## config.mk

```make
export PLATFORM = sky130hd
export DESIGN_NAME = sub_abs_sched
export DESIGN_NICKNAME = d
export VERILOG_FILES = /design/src/rtl/sub_abs_sched.sv
export SDC_FILE = /design/constraint.sdc
export NUM_CORES = 1
export LEC_CHECK = 0
export CAP_MARGIN = 10
export CORE_UTILIZATION = 35
export CTS_CLUSTER_SIZE = 30
export DETAILED_ROUTE_END_ITERATION = 8
export GPL_ROUTABILITY_DRIVEN = 0
export PLACE_DENSITY = 0.73
export SLEW_MARGIN = 20
export SYNTH_ARGS = -nofsm -noshare
export SYNTH_HDL_FRONTEND = slang
export SYNTH_SLANG_ARGS = --single-unit
export TNS_END_PERCENT = 1
```

## constraint.sdc

```tcl
create_clock -name i_clk -period 1.6 [get_ports i_clk]
set_input_delay 0.32 -clock i_clk [delete_from_list [all_inputs] [get_ports i_clk]]
set_output_delay 0.32 -clock i_clk [all_outputs]
set_load 0.05 [all_outputs]
```

## src/rtl/sub_abs_sched.sv

```systemverilog
// Round-robin scheduler sharing one pipelined sub_abs_sub datapath among NREQ requesters.
// Optional SAS_PERF_CNT_EN adds saturating per-requester handshake counters (o_grant_cnt).
module sub_abs_sched #(
    parameter int NREQ = 4,
    parameter int W    = 8,
    parameter int LAT  = 2,
    localparam int IDW = $clog2(NREQ)
) (
    input  logic              i_clk,
    input  logic              i_rst,
    input  logic [NREQ-1:0]   i_req_valid,
    input  logic [NREQ*W-1:0] i_req_op1,
    input  logic [NREQ*W-1:0] i_req_op2,
    output logic [NREQ-1:0]   o_req_ready,
    output logic              o_dp_valid,
    output logic [W-1:0]      o_dp_op1,
    output logic [W-1:0]      o_dp_op2,
    input  logic [W-1:0]      i_dp_res,
    output logic              o_res_valid,
    output logic [IDW-1:0]    o_res_id,
    output logic [W-1:0]      o_res_data
`ifdef SAS_PERF_CNT_EN
    ,
    output logic [NREQ*16-1:0] o_grant_cnt
`endif
);

    logic [IDW-1:0] r_ptr;
    logic           r_dp_valid;
    logic [IDW-1:0] r_dp_id;
    logic [W-1:0]   r_dp_op1;
    logic [W-1:0]   r_dp_op2;
    logic           r_tv  [LAT];
    logic [IDW-1:0] r_tid [LAT];
    logic           r_res_valid;
    logic [IDW-1:0] r_res_id;
    logic [W-1:0]   r_res_data;

    logic           w_found;
    logic [IDW-1:0] w_gnt_id;
    logic [IDW-1:0] w_j;
    logic [W-1:0]   w_op1;
    logic [W-1:0]   w_op2;

    // Search begins one past the last winner so the previous winner ranks last.
    always_comb begin
        w_found  = 1'b0;
        w_gnt_id = '0;
        w_j      = '0;
        for (int k = 1; k <= NREQ; k++) begin
            w_j = IDW'((int'(r_ptr) + k) % NREQ);
            if (!w_found && i_req_valid[w_j]) begin
                w_found  = 1'b1;
                w_gnt_id = w_j;
            end
        end
        if (i_rst) begin
            w_found = 1'b0;
        end
    end

    always_comb begin
        o_req_ready = '0;
        w_op1       = '0;
        w_op2       = '0;
        for (int i = 0; i < NREQ; i++) begin
            if (w_found && w_gnt_id == IDW'(i)) begin
                o_req_ready[i] = 1'b1;
                w_op1          = i_req_op1[i*W +: W];
                w_op2          = i_req_op2[i*W +: W];
            end
        end
    end

    always_ff @(posedge i_clk) begin
        if (i_rst) begin
            r_ptr       <= IDW'(NREQ - 1);
            r_dp_valid  <= 1'b0;
            r_dp_id     <= '0;
            r_dp_op1    <= '0;
            r_dp_op2    <= '0;
            r_res_valid <= 1'b0;
            r_res_id    <= '0;
            r_res_data  <= '0;
            for (int s = 0; s < LAT; s++) begin
                r_tv[s]  <= 1'b0;
                r_tid[s] <= '0;
            end
        end else begin
            r_dp_valid <= w_found;
            if (w_found) begin
                r_ptr    <= w_gnt_id;
                r_dp_id  <= w_gnt_id;
                r_dp_op1 <= w_op1;
                r_dp_op2 <= w_op2;
            end
            // Tag rides alongside the datapath so it exits with dp_res.
            r_tv[0]  <= r_dp_valid;
            r_tid[0] <= r_dp_id;
            for (int s = 1; s < LAT; s++) begin
                r_tv[s]  <= r_tv[s-1];
                r_tid[s] <= r_tid[s-1];
            end
            r_res_valid <= r_tv[LAT-1];
            if (r_tv[LAT-1]) begin
                r_res_id   <= r_tid[LAT-1];
                r_res_data <= i_dp_res;
            end
        end
    end

    assign o_dp_valid  = r_dp_valid;
    assign o_dp_op1    = r_dp_op1;
    assign o_dp_op2    = r_dp_op2;
    assign o_res_valid = r_res_valid;
    assign o_res_id    = r_res_id;
    assign o_res_data  = r_res_data;

`ifdef SAS_PERF_CNT_EN
    logic [15:0] r_cnt [NREQ];

    always_ff @(posedge i_clk) begin
        if (i_rst) begin
            for (int i = 0; i < NREQ; i++) begin
                r_cnt[i] <= '0;
            end
        end else begin
            for (int i = 0; i < NREQ; i++) begin
                if (o_req_ready[i] && r_cnt[i] != 16'hFFFF) begin
                    r_cnt[i] <= r_cnt[i] + 16'd1;
                end
            end
        end
    end

    always_comb begin
        o_grant_cnt = '0;
        for (int i = 0; i < NREQ; i++) begin
            o_grant_cnt[i*16 +: 16] = r_cnt[i];
        end
    end
`endif

endmodule
```

=== Yosys cells after proc, flatten, opt, wreduce, memory -nomap -nowiden ===
Memories as Yosys holds them, arrays and structs flattened. A register that Yosys moved wholly into a read port is not among the register bits.
Index checks and enable logic that the tools add are counted.

* Eq/ne operators: 3
* Muxes and demuxes: 36
* $add $sub $neg: 4
* Magnitude comparators: 4
* Reductions and logical operators: 11
* Bitwise gates (word level): 4

{| class="wikitable"
|+ Operators by type and width
! cell !! count
|-
| two-way mux 8 bit || 8
|-
| two-way mux 1 bit || 18
|-
| < comparator 2 x 3 -> 1 bit, second input constant || 4
|-
| two-way mux 2 bit || 6
|-
| binary-select mux 1 bit (select 2 bit) || 4
|-
| logical AND 1 bit || 7
|-
| adder 2 x 1 -> 2 bit, second input constant || 2
|-
| adder 2 bit, second input constant || 2
|-
| equality test 2 bit, second input constant || 2
|-
| bitwise OR 1 bit || 4
|-
| logical NOT 1 bit || 3
|-
| equality test 2 x 1 -> 1 bit, second input constant || 1
|-
| logical NOT 2 bit || 1
|}

* Output and inout bits: 32
* Logic and storage cells: 71
* Bits in registers: 30
* Memories kept: 2
* Input port bits: 78
* RAM bits: 6

{| class="wikitable"
|+ Memory list
! memory !! words !! bits a word !! rd ports !! clocked after memory_dff !! write ports !! line !! text
|-
| r_tid || 2 || 2 || 2 || 1 || 2 || 34 || <nowiki>logic [IDW-1:0] r_tid [LAT];</nowiki>
|-
| r_tv || 2 || 1 || 2 || 0 || 2 || 33 || <nowiki>logic r_tv [LAT];</nowiki>
|}

=== Depth between registers and ports, before layout ===
Gate-level depths: netlist (run 1).

* Word-level depth: 19
* Gate-level depth with buffers: 8

=== Least setup slack after synthesis (run 1) ===
No wires, ideal clock.

* Path kind: flip-flop to output port
* From: register r_ptr[1]
* To: output port o_req_ready[2]
* Arrival time: 2.305 ns
* Stages on the path, launching flop included: 8
* Slack: -1.025 ns
* Buffers on the path: 3
* Path through: dfxtp_1 -> buf_4 -> mux2i_1 -> o22ai_1 -> a21o_1 -> buf_4 -> buf_2 -> nor3_1

* Cells in the longest elaborated chain, start to end: 16
* Elaborated cells on any way between the ends: 30
* Those cells by class: add/sub: 4; eq/ne: 1; mux: 18; reduce/logical: 7

{| class="wikitable"
|+ RTL lines
! what !! line !! text
|-
| start: declaration || 28 || <nowiki>logic [IDW-1:0] r_ptr;</nowiki>
|-
| start signal: assignment || 77 || <nowiki>r_ptr <= IDW'(NREQ - 1);</nowiki>
|-
| start signal: assignment || 92 || <nowiki>r_ptr <= w_gnt_id;</nowiki>
|-
| adder 2 x 1 -> 2 bit || 51 || <nowiki>w_j = IDW'((int'(r_ptr) + k) % NREQ);</nowiki>
|-
| binary-select mux 1 bit (select 2 bit) || 52 || <nowiki>if (!w_found && i_req_valid[w_j]) begin</nowiki>
|-
| two-way mux 1 bit (not written as such) || 52 ||
|-
| two-way mux 1 bit || 52 ||
|-
| logical NOT 1 bit || 52 ||
|-
| logical AND 1 bit || 52 ||
|-
| two-way mux 1 bit || 52 ||
|-
| logical NOT 1 bit || 52 ||
|-
| logical AND 1 bit || 52 ||
|-
| two-way mux 1 bit || 52 ||
|-
| logical NOT 1 bit || 52 ||
|-
| logical AND 1 bit || 52 ||
|-
| two-way mux 2 bit or two-way mux 1 bit (tied branches) || 52 ||
|-
| equality test 2 bit or two-way mux 1 bit (tied branches) || 67, 57 ||
|-
| logical AND 1 bit (*) || 67 || <nowiki>if (w_found && w_gnt_id == IDW'(i)) begin</nowiki>
|-
| two-way mux 1 bit (*) || 67 ||
|-
| end: declaration || 14 || <nowiki>output logic [NREQ-1:0] o_req_ready,</nowiki>
|}

Mark *: on every way between the ends. The rest lies on a longest branch, timed or not. The select of a mux whose other input is x is not followed.

=== Worst setup path in the final report (run 1) ===
Ends and elaborated chain as after synthesis.

==> summary.txt, run 1 <==
Global routing
  – Vias in the first global route: 2159
  – Gr ovfl total: 0
  – Largest net degree at the start of global routing: 37
  – First-pass GRT wire length: 9960 um
  – Global Route Usage Sum: 21.0%
  – Antenna violations before repair: 0

Timing
  – Max-slew violations: 0
  – Slew margin rel.: 59.5%
  – Fmax: 0.509 GHz
  – Final setup margin: -364 ps
  – Setup Skew: 6.80 ps
  – WHS: 443 ps
  – Endpoints failing setup: 20
  – Final Hold Fails: 0
  – Min cycle time layout: 1960 ps
  – Least-Margin Pin Slew: 606 ps
  – Tcrit/Tclk final: 123%
  – RSZ-0062 raised after global routing: yes

Run status
  – Failing checks: setup timing
  – Status: complete, but fails checks

Finish
  – Fraction of layout cells with a size suffix above 1: 22.4%
  – Final #Nets: 438
  – Commonest non-fill, non-tap cell in the layout: clkdlybuf4s50_1
  – Non-Filler Instances: 431
  – Layout area overhead: 72.4%
  – Most frequent cells in the layout: 73 x clkdlybuf4s50_1, 53 x buf_4, 37 x dfxtp_1
  – Post-Route Utilization: 64.4%
  – Ant diodes: 0
  – Post-route cell area: 3370 um2

Die
  – Rows: 26
  – Die Height: 76.8 um
  – Starting Density: 37.4%
  – Die W: 76.8 um
  – Core Region: 5240 um2
  – IO Pins: 110
  – Die area: 5890 um2

Power
  – Max VDD drop: 0.355 mV
  – Total leakage power: 1.41 nW
  – Tot Pwr: 2.88 mW
  – Power per cell area: 853 nW/um2

Synthesis
  – Syn. warnings: 0
  – Synth top area share: 38.9%
  – Area leader, netlist: dfxtp_1
  – Synth Flop Type: dfxtp_1
  – Async SR Flop Fraction: 0%
  – Register bit total from synthesis: 38
  – Syn Nets: 316
  – Sequential area share after synthesis: 38.9%
  – Synthesized area per cell: 8.22 um2
  – Area contributors post-synth: dfxtp_1 39%, a311oi_1 7.2%, nor2_1 6.1%, mux2i_1 5.6%, and3_1 5.1%
  – Mapped cell area: 1960 um2
  – Number of synthesized flops with an enable pin: 0
  – Synth cell types: 31
  – Syn Inst Count: 238

Worst setup path
  – Crit Path Max Fanout: 7
  – Crit. End Element: output pin
  – CP Cell Sequence: mux2i_1 > o22ai_2 > a21o_1 > nor3_4 > buf_12
  – Required @ worst endpoint: 1280 ps
  – Data arrival, critical path: 1640 ps
  – Slowest-stage cell, CP: dfxtp_4
  – Critical path class: reg2out
  – Crit start category: register
  – CP Buf/Inv Count: 1
  – CP delay by family, top: flip-flops
  – Max incr delay on CP: 390 ps

Routing
  – Vias: 2205
  – DR pass1 iterations: 4
  – Initial DRC count: 97
  – Post-DR vias/cell: 5.12
  – Routed WL per cell: 13.8 um
  – DRC viols: 0
  – Routed Antenna Nets: 0
  – Drt total wl: 5960 um

Clocking
  – Clk_lat worst skew: 290 ps
  – Clk Tree Root Cell: clkbuf_8
  – CTS buffer count: 5
  – Clock Tree Buf Depth: 2
  – H-tree depth: 2
  – Clock tree sinks: 38
  – Clk pin slew, worst setup/hold paths: 80 ps
  – TritonCTS clock tree: built

Job
  – Max cap viols: 0

Placed design
  – Number of port buffers: 109
  – Placed wire-length estimate: 4420 um
  – Area after DPL: 3230 um2
  – Placed cells: 421

Min path
  – Hold/Removal Path Class: reg2reg
[kinds of logic after synthesis]
| family | share of synthesized area, % |
|---|---|
| and+or+nand+nor | 22.2 |
| AOI/OAI and AO/OA | 27.6 |
| DFF | 38.9 |
| buffers and inverters | 5.75 |
| muxes | 5.63 |
[report_power, final]
group / switching (mW) / internal (mW) / total, mW / leakage (nW)
registers: 0.0448 / 1.02 / 1.06 / 0.312
logic: 0.528 / 0.470 / 0.997 / 1.04
clock network: 0.358 / 0.464 / 0.821 / 0.0504
total: 0.930 / 1.95 / 2.88 / 1.41
[state kept, by name (all words and copies together) (netlist names)]
name / cells
o_dp_valid: 1
r_ptr: 2
r_tv: 2
o_res_id: 2
r_tid: 4
o_dp_op1: 8
r_dp_id: 2
o_dp_op2: 8
o_res_valid: 1
o_res_data: 8
[timing repair]
| item | in CTS | in global routing |
|---|---|---|
| pin swaps | 2 | 0 |
| cloned | 0 | 0 |
| gates resized for setup | 8 | 3 |
| endpoints found under the setup margin | 22 | 20 |
| hold buffers | 0 | 0 |
| setup buffers | 2 | 0 |
[final timing paths]
check,start,end,slack [ps],cells past startpoint
max,r_ptr[1],o_req_ready[2],-360,5
min,r_tid[0][0],r_tid[1][0],440,1
max reg2reg,r_ptr[1],o_dp_op2[4],-70,6
min reg2reg,r_tid[0][0],r_tid[1][0],440,1
[metal layers]
metal | up-vias | share of wire, % | track usage [%]
li1 | 1099 | - | -
met1 | 1010 | 43 | 24.4
met2 | 93 | 47 | 36.7
met3 | 3 | 8.8 | 5.95
met4 | 0 | 0.59 | 7.12
met5 | - | 0 | 0
[final cells by class]
cell class,count,area [um2]
fill,483,1860
timing repair buffer,135,1260
multi-input combinational,176,1130
sequential,38,764
tap,70,87.6
clock buffer,5,68.8
clock inverter,3,45.0
inverter,4,15.0
[Yosys cell counts, types with 2 or more instances]
master,n
a21oi_1,18
nor3_1,2
a21boi_1,3
mux2i_1,11
nor2b_1,9
clkbuf_1,10
buf_2,3
dfxtp_1,38
a311oi_1,16
and3_1,16
inv_1,4
nand2_1,9
nor2_1,32
a21boi_0,13
nand3_1,16
o21bai_1,2
o21ai_1,17
buf_1,3
and2_1,2
buf_4,3
[through the flow]
step / setup slack, ps / setup TNS, ps
after floorplan: -339 / -847
after global placement: -569 / -11700
after detailed placement: -632 / -13190
after CTS: -391 / -3290
after global routing: -426 / -4280
final: -364 / -2090
Power figures use the tool's default switching activity.
==> run 2, diff against run 1 <==
CORE_UTILIZATION = 40   (was 35)
DONT_BUFFER_PORTS = 1   (was not set)
GPL_ROUTABILITY_DRIVEN = not set   (was 0)
PLACE_DENSITY = 0.52   (was 0.73)
==> run 2 against run 1 <==
Effect of this change: the flow still finishes with violations (setup timing); utilization down 14 points; routed wire length is 10% lower; sequential power increased by 13%; flip-flop and latch count unchanged; worst hold slack worse by 360 ps.
==> summary.txt, run 2 (synthesized netlist as in run 1, its figures left out) <==
Finish
  – Register Area: 766 um2
  – Filler cells: 449
  – Most frequent cells in the layout: 36 x dfxtp_1, 31 x nor2_1, 18 x a21oi_1, 18 x buf_4
  – Non-Filler Instances: 317
  – Post-Route Utilization: 50.3%
  – Post-route cell area: 2380 um2
  – Layout area overhead: 21.5%
  – Area of the multi-input gates: 1140 um2
  – Fraction of layout cells with a size suffix above 1: 20.0%
  – Final #Nets: 327
  – Commonest non-fill, non-tap cell in the layout: dfxtp_1
  – Ant diodes: 0

Clocking
  – Clock tree sinks: 38
  – CTS buffer count: 5
  – TritonCTS clock tree: built
  – Clk_lat worst skew: 290 ps
  – Clk Tree Root Cell: clkbuf_8
  – H-tree depth: 2
  – Clk pin slew, worst setup/hold paths: 80 ps
  – Post-CTS Hold Buffers: 0
  – Clock Tree Buf Depth: 2

Global routing
  – Global Route Usage Sum: 20.5%
  – Vias in the first global route: 1779
  – Antenna violations before repair: 0
  – Largest net degree at the start of global routing: 39
  – First-pass GRT wire length: 8200 um
  – Gr ovfl total: 0

Routing
  – Vias: 1827
  – DRC viols: 0
  – DR pass1 iterations: 4
  – Drt total wl: 5360 um
  – Initial DRC count: 87
  – Routed Antenna Nets: 0
  – Routed WL per cell: 16.9 um
  – Post-DR vias/cell: 5.76

Worst setup path
  – Crit. End Element: output pin
  – Critical path class: reg2out
  – Required @ worst endpoint: 1280 ps
  – Slowest-stage cell, CP: dfxtp_4
  – CP Cell Sequence: mux2i_2 > o22ai_2 > a21o_1 > nor3_4 > buf_12
  – Max incr delay on CP: 400 ps
  – Worst R2R Path Depth: 7
  – Crit Path Max Fanout: 7
  – Crit start category: register
  – Data arrival, critical path: 1580 ps

Power
  – Max VDD drop: 0.340 mV
  – Tot Pwr: 2.77 mW
  – Power per cell area: 1160 nW/um2
  – Total leakage power: 0.939 nW

Die
  – IO Pins: 110
  – Die Height: 71.9 um
  – Rows: 25
  – Starting Density: 41.4%
  – Die W: 71.9 um
  – Core Region: 4720 um2
  – Die area: 5180 um2

Timing
  – Tcrit/Tclk final: 119%
  – Final Hold Fails: 0
  – Max-slew violations: 0
  – Min cycle time layout: 1900 ps
  – Final setup margin: -298 ps
  – Least-Margin Pin Slew: 592 ps
  – RSZ-0062 raised after global routing: yes
  – Slew margin rel.: 60.5%
  – Endpoints failing setup: 20
  – Setup Skew: 6.71 ps
  – Fmax: 0.527 GHz

Job
  – Max cap viols: 0

Placed design
  – Placed cells: 306
  – Number of port buffers: 0
  – Placed wire-length estimate: 3650 um
  – Area after DPL: 2170 um2
  – GP Congestion: 0.721
  – DP Worst Slack: -127 ps

Run status
  – Failing checks: setup timing
  – Status: complete, but fails checks

Min path
  – Hold/Removal Path Class: in2reg
  – Hold Crit Depth: 1
==> run 2: cell count changes in the layout (fill, tap and decap cells not counted), moves of 2 or more <==
cell,change
and2_2,-2
buf_4,-35
and2_4,+2
clkinvlp_4,-2
a311oi_2,+2
buf_6,+2
clkdlybuf4s50_1,-73
dlygate4sd2_1,-3
a311oi_1,-2
==> run 2: final timing paths <==
kind               startpoint             end  slack, ps
hold reg to reg   r_tid[0][0]     r_tid[1][0]        450
hold / removal          i_rst     o_dp_op2[4]         90
setup / recovery     r_ptr[1]  o_req_ready[2]       -300
setup reg to reg     r_ptr[1]     o_dp_op1[1]       -100
==> run 2: per-layer routing <==
metal	GRT usage, %	up-vias	share of wire (%)
met5	0	-	0
met4	9.59	0	2.1
met3	6.11	10	7.9
met2	36.7	92	52
met1	22.2	849	38
li1	-	876	-
==> run 2: timing repair <==
item / CTS / global route
buffers inserted: 2 / 1
pin swaps: 2 / 6
setup endpoints to repair: 20 / 22
gates resized for setup: 8 / 7
==> run 2: per-stage QoR <==
step | TNS (ps) | hold slack, ps
6_report | -1750 | 86.0
2_1_floorplan | -847 | 414
3_5_place_dp | -1630 | 398
4_1_cts | -1180 | 78.3
5_1_grt | -3460 | 71.4
3_3_place_gp | -102 | 395
==> run 2: report_power, final <==
group,internal [mW],switching [mW]
Sequential,1.02,0.183
Combinational,0.252,0.336
Clock,0.624,0.355
Total,1.89,0.874
==> run 2: layout make-up <==
cell class,count,share of cell area (%)
clock inverters,3,2.89
inverters,4,0.632
repair buffers,24,10.0
well taps,67,3.53
clock buffers,5,2.89
multi-input cells,176,47.8
flip-flops and latches,38,32.2
==> run 2: critical path, delay by kind of cell, from the launching register on <==
kind | cells | cell delay, ps
AOI/OAI and AO/OA | 2 | 330
buffers and inverters | 1 | 160
DFF | 1 | 400
muxes | 1 | 230
and+or+nand+nor | 1 | 160
==> run 3, diff against run 2 <==
CTS_BUF_LIST = sky130_fd_sc_hd__clkbuf_16   (was not set)
==> run 3 against run 2 <==
Effect of this change: the run still ends with setup timing left; critical endpoint unchanged; sequential share of layout area fell by 0.65 points; combinational power down 0.9%; global-route usage is essentially flat; maximum frequency is 0.63% higher; count of clock-buffer cells in the layout stayed put; flip-flop and latch count unchanged; clock power rose by 31%.
==> summary.txt, run 3 (synthesized netlist as in run 1, its figures left out) <==
Finish
  – Ant diodes: 0
  – Layout area overhead: 24.0%
  – Most frequent cells in the layout: 36 x dfxtp_1, 31 x nor2_1, 18 x a21oi_1
  – Final #Nets: 326
  – Commonest non-fill, non-tap cell in the layout: dfxtp_1
  – Post-Route Utilization: 51.4%
  – Area of the multi-input gates: 1140 um2
  – Fraction of layout cells with a size suffix above 1: 19.7%
  – Register Area: 766 um2
  – Filler cells: 440

Clocking
  – Clock tree sinks: 38
  – TritonCTS clock tree: built
  – Clk pin slew, worst setup/hold paths: 60 ps
  – Post-CTS Hold Buffers: 0
  – Clock Tree Buf Depth: 2
  – Clk Tree Root Cell: clkbuf_16
  – CTS buffer count: 5
  – Clk_lat worst skew: 280 ps
  – H-tree depth: 2

Worst setup path
  – Crit Path Max Fanout: 8
  – CP Buf/Inv Count: 1
  – Max incr delay on CP: 400 ps
  – CP Cell Sequence: mux2i_2 > o22ai_2 > a21o_1 > nor3_4 > buf_12
  – CP delay by family, top: flip-flops
  – Required @ worst endpoint: 1280 ps
  – Critical path class: reg2out
  – Slowest-stage cell, CP: dfxtp_4
  – Crit. End Element: output pin
  – Crit start category: register
  – Data arrival, critical path: 1570 ps

Die
  – Core Region: 4720 um2
  – Rows: 25
  – Die area: 5180 um2
  – Starting Density: 41.4%
  – IO Pins: 110
  – Die Height: 71.9 um
  – Die W: 71.9 um

Timing
  – Tcrit/Tclk final: 118%
  – Setup Skew: 5.08 ps
  – Least-Margin Pin Slew: 591 ps
  – Endpoints failing setup: 20
  – Max-slew violations: 0
  – Min cycle time layout: 1890 ps
  – RSZ-0062 raised after global routing: yes
  – Final Hold Fails: 0
  – Final setup margin: -286 ps
  – Fmax: 0.530 GHz
  – Slew margin rel.: 60.6%

Placed design
  – GP Congestion: 0.721
  – DP Worst Slack: -127 ps
  – Number of port buffers: 0
  – Placed wire-length estimate: 3650 um

Routing
  – Vias: 1860
  – Routed Antenna Nets: 0
  – Routed WL per cell: 16.9 um
  – Post-DR vias/cell: 5.89
  – Initial DRC count: 99
  – Drt total wl: 5350 um
  – DRC viols: 0
  – DR pass1 iterations: 4

Global routing
  – Gr ovfl total: 0
  – Vias in the first global route: 1750
  – Global Route Usage Sum: 20.5%
  – Antenna violations before repair: 0
  – Largest net degree at the start of global routing: 39
  – First-pass GRT wire length: 8120 um

Job
  – Max cap viols: 0

Power
  – Total leakage power: 0.960 nW
  – Power per cell area: 1270 nW/um2
  – Max VDD drop: 0.598 mV

Run status
  – Failing checks: setup timing
  – Status: complete, but fails checks

Min path
  – Hold/Removal Path Class: in2reg
## run 3: changes by cell type in the layout (fill, tap and decap cells not counted), sizes merged
cell | previous run | this run
buf | 24 | 23
## run 3: final timing paths
path              startpoint        endpoint  slack (ps)  depth (start not counted)
setup reg to reg    r_ptr[1]     o_dp_op1[1]         -80                          7
hold / removal         i_rst     o_dp_op2[2]         110                          1
setup / recovery    r_ptr[1]  o_req_ready[2]        -290                          5
hold reg to reg   r_tv[0][0]      r_tv[0][1]         450                          1
## run 3: area by class of cell
class / count / area share (%)
Multi-Input combinational cell: 176 / 46.9
Sequential cell: 38 / 31.6
Timing Repair Buffer: 23 / 9.49
Clock buffer: 5 / 5.16
Tap cell: 67 / 3.46
Clock inverter: 3 / 2.84
Inverter: 4 / 0.619
## run 3: metal layers
metal / wire length, um / global-route usage, % / vias to the layer above
met5: 0 / 0 / -
met4: 112 / 9.80 / 0
met3: 423 / 6.67 / 15
met2: 2810 / 36.4 / 102
met1: 2010 / 22.1 / 870
li1: - / - / 873
## run 3: repair_timing
| item | 4_1_cts | 5_1_grt |
|---|---|---|
| buffers inserted | 1 | 1 |
| endpoints found under the setup margin | 20 | 22 |
| resized for setup | 8 | 7 |
| pin swaps | 2 | 5 |
| gates cloned | 0 | 0 |
## run 3: power breakdown
| part | total, mW | internal (mW) | switching [mW] | leakage (nW) |
|---|---|---|---|---|
| logic | 0.583 | 0.248 | 0.335 | 0.554 |
| registers | 1.20 | 1.02 | 0.184 | 0.312 |
| clock network | 1.28 | 0.895 | 0.389 | 0.0940 |
| total | 3.07 | 2.16 | 0.908 | 0.960 |
## run 3: per-stage QoR
step	cells	hold slack (ps)	TNS, ps	area (um2)	power, mW
floorplan	238	414	-847	1990	1.63
global route	316	95.6	-3290	2430	3.18
finish	316	106	-1530	2430	3.07
CTS	315	99.1	-987	2390	3.07
detailed placement	306	398	-1630	2170	1.77
global placement	306	395	-102	2170	1.75
